$ cat config.mk
export PLATFORM = sky130hd
export DESIGN_NAME = pe_relay_ne
export DESIGN_NICKNAME = d
export VERILOG_FILES = /design/src/rtl/pe_relay_ne.sv
export SDC_FILE = /design/constraint.sdc
export NUM_CORES = 1
export LEC_CHECK = 0
export BUFFER_PORTS_ARGS = -buffer_cell sky130_fd_sc_hd__clkbuf_2
export CAP_MARGIN = 20
export CORE_MARGIN = 8
export CORE_UTILIZATION = 56
export CTS_CLUSTER_SIZE = 28
export DETAILED_ROUTE_END_ITERATION = 6
export PLACE_DENSITY = 0.89
export SYNTH_ARGS = -nofsm -noshare
export SYNTH_HDL_FRONTEND = slang
export SYNTH_HIERARCHICAL = 1
export SYNTH_SLANG_ARGS = --single-unit
$ cat constraint.sdc
create_clock -name clk -period 23.7 [get_ports clk]
set_input_delay 4.74 -clock clk [delete_from_list [all_inputs] [get_ports clk]]
set_output_delay 4.74 -clock clk [all_outputs]
set_load 0.005 [all_outputs]
$ cat src/rtl/pe_relay_ne.sv
// pe_relay_ne: north/east relay tile; east words turn north, north words turn east, each through a credit-safe FIFO.
// Optional macro PE_RELAY_DEEP_FIFO_EN selects 4-entry FIFOs per path (default 2).

module pe_relay_ne_path #(
   parameter int W     = 130,
   parameter int DEPTH = 2
) (
   input  logic         clk,
   input  logic         reset,
   input  logic         run,
   input  logic         in_valid,
   input  logic [W-3:0] in_payload,
   input  logic         dn_ready,
   output logic         out_valid,
   output logic         up_ready,
   output logic [W-3:0] out_payload
);
   localparam int AW = (DEPTH > 1) ? $clog2(DEPTH) : 1;
   localparam int CW = $clog2(DEPTH + 1);

   logic [W-3:0]  mem [DEPTH];
   logic [AW-1:0] rd_ptr, wr_ptr;
   logic [CW-1:0] count, count_next;
   logic          pop, push;

   function automatic logic [AW-1:0] inc_ptr(input logic [AW-1:0] p);
      return (p == AW'(DEPTH - 1)) ? '0 : p + 1'b1;
   endfunction

   // A simultaneous pop frees the slot, so a push into a full FIFO is accepted then.
   always_comb begin
      pop        = run && (count != '0) && dn_ready;
      push       = in_valid && ((count != CW'(DEPTH)) || pop);
      count_next = count;
      if (push && !pop)
         count_next = count + 1'b1;
      else if (pop && !push)
         count_next = count - 1'b1;
   end

   always_ff @(posedge clk) begin
      if (reset) begin
         rd_ptr      <= '0;
         wr_ptr      <= '0;
         count       <= '0;
         up_ready    <= 1'b0;
         out_valid   <= 1'b0;
         out_payload <= '0;
      end else begin
         count     <= count_next;
         up_ready  <= (count_next < CW'(DEPTH));
         out_valid <= pop;
         if (pop) begin
            out_payload <= mem[rd_ptr];
            rd_ptr      <= inc_ptr(rd_ptr);
         end
         if (push)
            wr_ptr <= inc_ptr(wr_ptr);
      end
   end

   always_ff @(posedge clk) begin
      if (push)
         mem[wr_ptr] <= in_payload;
   end
endmodule

module pe_relay_ne #(
   parameter int EAST_WIDTH         = 130,
   parameter int NORTH_WIDTH        = 130,
   parameter int NUM_BRAM_ADDR_BITS = 7,
   parameter int DUMMY_WIDTH        = 130
) (
   input  logic                   clk,
   input  logic                   reset,
   input  logic                   ap_start,
   input  logic [EAST_WIDTH-1:0]  in_from_east,
   input  logic [NORTH_WIDTH-1:0] in_from_north,
   output logic [EAST_WIDTH-1:0]  out_to_east,
   output logic [NORTH_WIDTH-1:0] out_to_north
);
`ifdef PE_RELAY_DEEP_FIFO_EN
   localparam int DEPTH = 4;
`else
   localparam int DEPTH = 2;
`endif
   localparam int W = EAST_WIDTH;

   if (EAST_WIDTH != NORTH_WIDTH || NUM_BRAM_ADDR_BITS < 0 || DUMMY_WIDTH < 0) begin : g_bad_cfg
      $error("pe_relay_ne: EAST_WIDTH must equal NORTH_WIDTH");
   end

   // Path 0 = east->north, path 1 = north->east.
   logic [1:0]          in_vld, dn_rdy, out_vld, up_rdy;
   logic [1:0][W-3:0]   in_pay, out_pay;
   logic                run;

   always_ff @(posedge clk) begin
      if (reset)
         run <= 1'b0;
      else if (ap_start)
         run <= 1'b1;
   end

   assign in_vld = {in_from_north[W-1], in_from_east[W-1]};
   assign dn_rdy = {in_from_east[W-2], in_from_north[W-2]};
   assign in_pay = {in_from_north[W-3:0], in_from_east[W-3:0]};

   for (genvar i = 0; i < 2; i++) begin : g_path
      pe_relay_ne_path #(.W(W), .DEPTH(DEPTH)) u_path (
         .clk        (clk),
         .reset      (reset),
         .run        (run),
         .in_valid   (in_vld[i]),
         .in_payload (in_pay[i]),
         .dn_ready   (dn_rdy[i]),
         .out_valid  (out_vld[i]),
         .up_ready   (up_rdy[i]),
         .out_payload(out_pay[i])
      );
   end

   // Each outgoing link carries its path's word plus the ready for the opposite path's input.
   assign out_to_north = {out_vld[0], up_rdy[1], out_pay[0]};
   assign out_to_east  = {out_vld[1], up_rdy[0], out_pay[1]};
endmodule
==> results of run 1 <==
report_power, final:
| group | leakage (uW) | internal [uW] | switching (uW) |
|---|---|---|---|
| sequential | 0.00697 | 1620 | 61.7 |
| combinational | 0.00356 | 136 | 226 |
| clock | 0.00120 | 687 | 496 |
| total | 0.0117 | 2440 | 784 |
final cells by class:
type | instances | share of cell area
Antenna cell | 3 | 0.000226
Clock buffer | 106 | 0.0641
Clock inverter | 36 | 0.0101
Inverter | 5 | 0.000565
Multi-Input combinational cell | 821 | 0.190
Sequential cell | 781 | 0.625
Tap cell | 664 | 0.0250
Timing Repair Buffer | 540 | 0.0847
tightest hold or removal path, cell delays in order, from the launching register on:
cell and delay, ps:
dfxtp_1 310, nor2_1 90, a211oi_1 50
per-stage QoR:
step,hold WS (ps),util,instance area (um^2),instances,total power [uW]
floorplan,494,-,27700,1725,1930
finish,497,0.679,33200,2956,3230
detailed placement,494,0.627,30700,2808,2060
global route,515,0.679,33200,2953,3340
global placement,486,0.627,30700,2808,2040
CTS,502,0.677,33200,2950,3240
cells in the final DEF (no fill, tap or decap), types with 14 or more instances in the layout:
master | synthesis | final
a211oi_1 | 168 | 168
a211oi_2 | 90 | 90
buf_4 | 22 | 14
clkbuf_1 | 21 | 22
clkbuf_16 | 0 | 79
clkbuf_2 | 0 | 521
clkinv_2 | 0 | 14
dfxtp_1 | 269 | 267
edfxtp_1 | 512 | 512
mux2i_1 | 258 | 258
nor2_1 | 267 | 267
kinds of logic (layout without fill, tap and decap cells):
logic type	count (synthesis)	after routing	share of synthesized area
simple gates	285	285	0.0412
flops	781	781	0.749
xor+xnor	2	2	0.000632
mux	262	262	0.0948
compound gates	268	268	0.0888
buf+inv	123	687	0.0241
fa+ha+maj	4	4	0.00181
other cells	0	3	0
sequential cells by signal (all words and copies together), names as in the netlist, named ones only:
register / flops
g_path.u_path/up_ready: 2
g_path.u_path/wr_ptr: 2
g_path.u_path/count: 2
g_path.u_path/out_valid: 2
g_path.u_path/rd_ptr: 2
run: 1
g_path.u_path/out_payload: 256
g_path.u_path/mem: 512
synth_stat cells, types with 4 or more instances:
master,instances
buf_6,5
clkbuf_4,4
ha_1,4
buf_4,22
inv_1,5
edfxtp_1,512
buf_2,57
a211oi_1,168
mux2i_1,258
mux2_2,4
clkbuf_1,21
buf_1,9
a211oi_2,90
dfxtp_1,269
nor2b_1,6
nor2_1,267
worst max path at each step:
stage,start,to,slack [ps],cells after the start
final,in_from_north[128],g_path[0].u_path/mem[1][36]$_DFFE_PP_,16630,5
after global placement,in_from_east[128],g_path[1].u_path/out_payload[0]$_SDFFE_PP0N_,16010,6
after global routing,in_from_east[128],g_path[1].u_path/out_payload[71]$_SDFFE_PP0N_,16430,6
after CTS,in_from_east[128],g_path[1].u_path/out_payload[71]$_SDFFE_PP0N_,16410,6
after floorplan,in_from_north[128],g_path[0].u_path/mem[0][0]$_DFFE_PP_,12240,3
after detailed placement,in_from_east[128],g_path[1].u_path/out_payload[92]$_SDFFE_PP0N_,15840,6
metal layers:
layer,vias up,track usage,part of all wire
li1,7545,-,-
met1,8211,0.261,0.37
met2,773,0.387,0.50
met3,139,0.0751,0.099
met4,18,0.0696,0.027
met5,-,0,0.0018
==> out/results.txt, run 1 <==
Yosys warnings -> 6
max-slew violations -> 0
CORE AREA -> 49000 um^2
Final setup viols -> 0
first-pass GRT wire length -> 98900 um
ANT nets after route -> 0
pin count of the biggest net entering global routing -> 152
hold path endpoint -> g_path[1].u_path/out_payload[99]$_SDFFE_PP0N_
crit-path max FO -> 69
Rows -> 81
Setup WS post-layout -> 16630 ps
Critical Path Max Stage Delay -> 880 ps
Final nets -> 2493
worst hold start -> g_path[1].u_path/out_payload[99]$_SDFFE_PP0N_
RSZ-0062 raised after global routing -> no
DR WL/cell -> 22.6 um
register area share after synthesis -> 0.749
Post-DP HPWL -> 42500 um
CP endpoint kind -> flop
cell family with most CP delay -> buffers and inverters
Sequential cell area -> 20800 um^2
Post-synth ARST share -> 0
outcome -> finished, final reports clean
FILL cells -> 3058
Worst-path clk slew -> 60 ps
number of global-route vias before repair -> 17300
Max Cap Viol -> 0
startpoint types -> input pin
Cells after Synth -> 1725
Root Buffer Master -> clkbuf_16
Final TNS setup -> 0 ps
total number of H-tree levels -> 3
via count -> 16700
Synth area leaders -> edfxtp_1 (55%), dfxtp_1 (19%), mux2i_1 (9.3%), a211oi_1 (4.5%), a211oi_2 (4.1%)
register bit total from synthesis -> 781
Post-CTS Setup Repair Bufs -> 0
Slew HR -> 0.245
Synth Flop Type -> edfxtp_1
period utilization -> 0.298
CP Buf/Inv Count -> 2
Synth Cell Area -> 27700 um^2
worst hold path class -> flop to flop
Critical R2R Capture -> g_path[0].u_path/mem[1][36]$_DFFE_PP_
Synth top area share -> 0.555
DR pass1 iterations -> 5
Fmax achieved -> 0.141 GHz
Resize count post-CTS -> 0
average vias per placed instance -> 5.64
Tot GR Track Use -> 0.223
GPL Wtd Cong -> 0.809
CP max stage cell -> buf_4
Multi-input gate area -> 6320 um^2
num ports -> 523
WS Path Type -> input pin to flop
dpl ws -> 15840 ps
Fin Clk Skew -> 17.7 ps
DRC viols -> 0
Syn Nets -> 1992
number of synthesized flops with an enable pin -> 512
CTS tree -> done
Initial DRC Count -> 1198
worst hold stages -> 2
syn_area_per_cell -> 16.1 um^2
# hold bufs at CTS -> 0
Worst-Skew Late Latency -> 610 ps
number of clock sinks -> 781
# port buffers -> 522
R2R depth -> 6
leading area contributor after synthesis -> edfxtp_1
Pwr per Cell Area -> 97.1 nW/um^2
Die H -> 239 um
reg2reg setup slack -> 20110 ps
initial antenna violation count -> 11
final hold viol count -> 0
clock buffer count from CTS -> 77
Worst-Margin Slew -> 1130 ps
Area Growth Syn to Fin -> 19.8%
worst-path cell chain -> clkbuf_2, nand3b_1, a21boi_0, and2_4, buf_4
Die W -> 239 um
P_leak -> 0.0117 uW
Arrival @ worst endpoint -> 7280 ps
WL final -> 66800 um
Critical Path RT -> 23910 ps
Max clock buf depth -> 3
grt ovf -> 0
Peak VDD IR -> 0.0775 mV
fin crit period -> 7070 ps
Die ar. -> 56900 um^2
Starting Density -> 0.566
share of layout cells above drive strength 1 -> 0.331
Yosys cell types -> 32
(Power assumes the default switching activity.)
==> inputs of run 2 (changes only) <==
Settings changed: CORE_UTILIZATION 56 to 55, PLACE_DENSITY 0.89 to 0.88.
Clock period 23.7 ns to 6.9 ns, I/O delays scaled along.
==> run 2 against run 1 <==
Sequential share of layout area decreased by 0.085 points. Clock skew is 1.1 ps higher. Clock power rose to 3.5 times the previous value. Power grew to 3.5 times the previous value. Critical path depth is the same. Non-clock buffer count decreased by 3. Largest power group unchanged.
==> out/results.txt, run 2 (same netlist as run 1, synthesis figures left out) <==
outcome -> finished, final reports clean
worst hold path class -> flop to flop
total number of H-tree levels -> 3 (unchanged)
Multi-input gate area -> 6320 um^2 (unchanged)
largest reg by FF count -> g_path.u_path/mem
most frequent cells in the layout -> clkbuf_2 (521), edfxtp_1 (512), nor2_1 (267), dfxtp_1 (267), mux2i_1 (258)
WS Path Type -> input pin to flop
period utilization -> 0.481
CTS tree -> done
Worst-path clk slew -> 60 ps (about the same)
number of clock sinks -> 781 (unchanged)
WL final -> 66500 um (-0.48%)
Final nets -> 2489 (-0.16%)
initial antenna violation count -> 14 (+3)
DR pass1 iterations -> 5 (unchanged)
Sequential cell area -> 20800 um^2 (unchanged)
crit-path max FO -> 105 (+52%)
Worst-Margin Slew -> 1230 ps (+94.7 ps)
Initial DRC Count -> 1344 (+12%)
final hold slack -> 499 ps (+2.60 ps)
RSZ-0062 raised after global routing -> no
Resize count post-CTS -> 0 (unchanged)
Post-CTS Setup Repair Bufs -> 0 (unchanged)
worst hold stages -> 2 (unchanged)
Critical Path Max Stage Delay -> 720 ps (-160 ps)
grt ovf -> 0 (unchanged)
Rows -> 82 (+1.2%)
num ports -> 523 (unchanged)
DR WL/cell -> 22.4 um (-0.69%)
# hold bufs at CTS -> 0 (unchanged)
Fmax achieved -> 0.302 GHz
ANT nets after route -> 0 (unchanged)
via count -> 16700 (-0.030%)
Fin Clk Skew -> 18.8 ps (+1.10 ps)
first-pass GRT wire length -> 97700 um (-1.2%)
Critical Path RT -> 7130 ps (-16780 ps)
FILL cells -> 3170 (+3.7%)
Arrival @ worst endpoint -> 3550 ps (-3730 ps)
Post-Route Utilization -> 0.666 (-0.0129)
Area Growth Syn to Fin -> 20.0%
CORE AREA -> 50000 um^2 (+2.1%)
Max clock buf depth -> 3 (unchanged)
Die ar. -> 57800 um^2 (+1.7%)
Final TNS setup -> 0 ps (unchanged)
Tot GR Track Use -> 0.220 (-0.00319)
DP Cell Count -> 2816 (+0.28%)
Largest register FFs -> 512 (unchanged)
# port buffers -> 522 (unchanged)
number of global-route vias before repair -> 17200 (-0.61%)
max-slew violations -> 0 (unchanged)
Max Cap Viol -> 0 (unchanged)
Die W -> 241 um (+0.84%)
fin crit period -> 3320 ps
top flop regs -> g_path.u_path/mem (512), g_path.u_path/out_payload (256)
final hold viol count -> 0 (unchanged)
Pwr per Cell Area -> 337 nW/um^2 (+250%)
worst-path cell chain -> clkbuf_2, nand3b_1, a21boi_0, nor2b_4, buf_12
Post-DP HPWL -> 42400 um (-0.34%)
Die H -> 241 um (+0.84%)
pin count of the biggest net entering global routing -> 260 (+71%)
Final setup viols -> 0 (unchanged)
final cell count without fillers -> 2962 (+0.20%)
Worst-Skew Late Latency -> 610 ps (about the same)
share of layout cells above drive strength 1 -> 0.330 (-0.000883)
GPL Wtd Cong -> 0.794 (-1.8%)
Starting Density -> 0.555 (-0.0115)
Peak VDD IR -> 0.265 mV (+240%)
startpoint types -> input pin
CP max stage cell -> nor2b_4
average vias per placed instance -> 5.63 (-0.23%)
P_leak -> 0.0117 uW (+0.14%)
Slew HR -> 0.182 (-0.0631)
Root Buffer Master -> clkbuf_16
clock buffer count from CTS -> 76 (-1.3%)
most common cell after layout, fill and taps aside -> clkbuf_2
CP endpoint kind -> flop
DRC viols -> 0 (unchanged)
R2R depth -> 6 (unchanged)
run 2: changes by cell type in the layout (fill, tap and decap cells not counted):
cell        change
clkbuf_1        -5
inv_6           -3
buf_4           -3
clkinvlp_4      -2
buf_12          +1
diode_2         +4
bufinv_16       +3
clkbuf_8        +1
buf_16          -1
clkinv_1        +3
run 2: power breakdown:
group	switching (uW)	internal, uW
clock network	1700	2470
registers	218	5560
logic	778	471
total	2700	8500
run 2: routing by layer:
metal	track usage	vias up	wire, um
met5	0	-	88
met4	0.0827	14	1900
met3	0.0745	130	7380
met2	0.375	798	33100
met1	0.257	8210	24100
li1	-	7529	-
run 2: final timing paths:
path                                                              startpoint                                            to  slack, ps
worst max-delay path                                      in_from_north[128]         g_path[0].u_path/mem[0][52]$_DFFE_PP_       3580
worst max register to register                                          flop         g_path[0].u_path/mem[0][52]$_DFFE_PP_       3650
worst min register to register  g_path[1].u_path/out_payload[9]$_SDFFE_PP0N_  g_path[1].u_path/out_payload[9]$_SDFFE_PP0N_        500
worst min-delay path            g_path[1].u_path/out_payload[9]$_SDFFE_PP0N_  g_path[1].u_path/out_payload[9]$_SDFFE_PP0N_        500
run 2: worst max-delay path: cells and delay by family:
family	cells	cell delay [ps]
and+or+nand+nor	2	930
AOI/OAI and AO/OA	1	410
buffers and inverters	2	610
run 2: cell type report:
type,instances,share of cell area
clock inverter,37,0.0118
clock buffer,102,0.0638
multi-input combinational,821,0.190
timing repair buffer,537,0.0837
antenna,7,0.000526
sequential,781,0.624
tap,672,0.0253
inverter,5,0.000564
run 2: per-stage QoR:
| step | worst slack (ps) | power, uW | instance area [um^2] |
|---|---|---|---|
| detailed placement | 3070 | 7100 | 30700 |
| finish | 3580 | 11200 | 33300 |
| CTS | 3690 | 11300 | 33300 |
| floorplan | 1270 | 6620 | 27700 |
| global route | 3490 | 11600 | 33300 |
| global placement | 3200 | 7000 | 30700 |
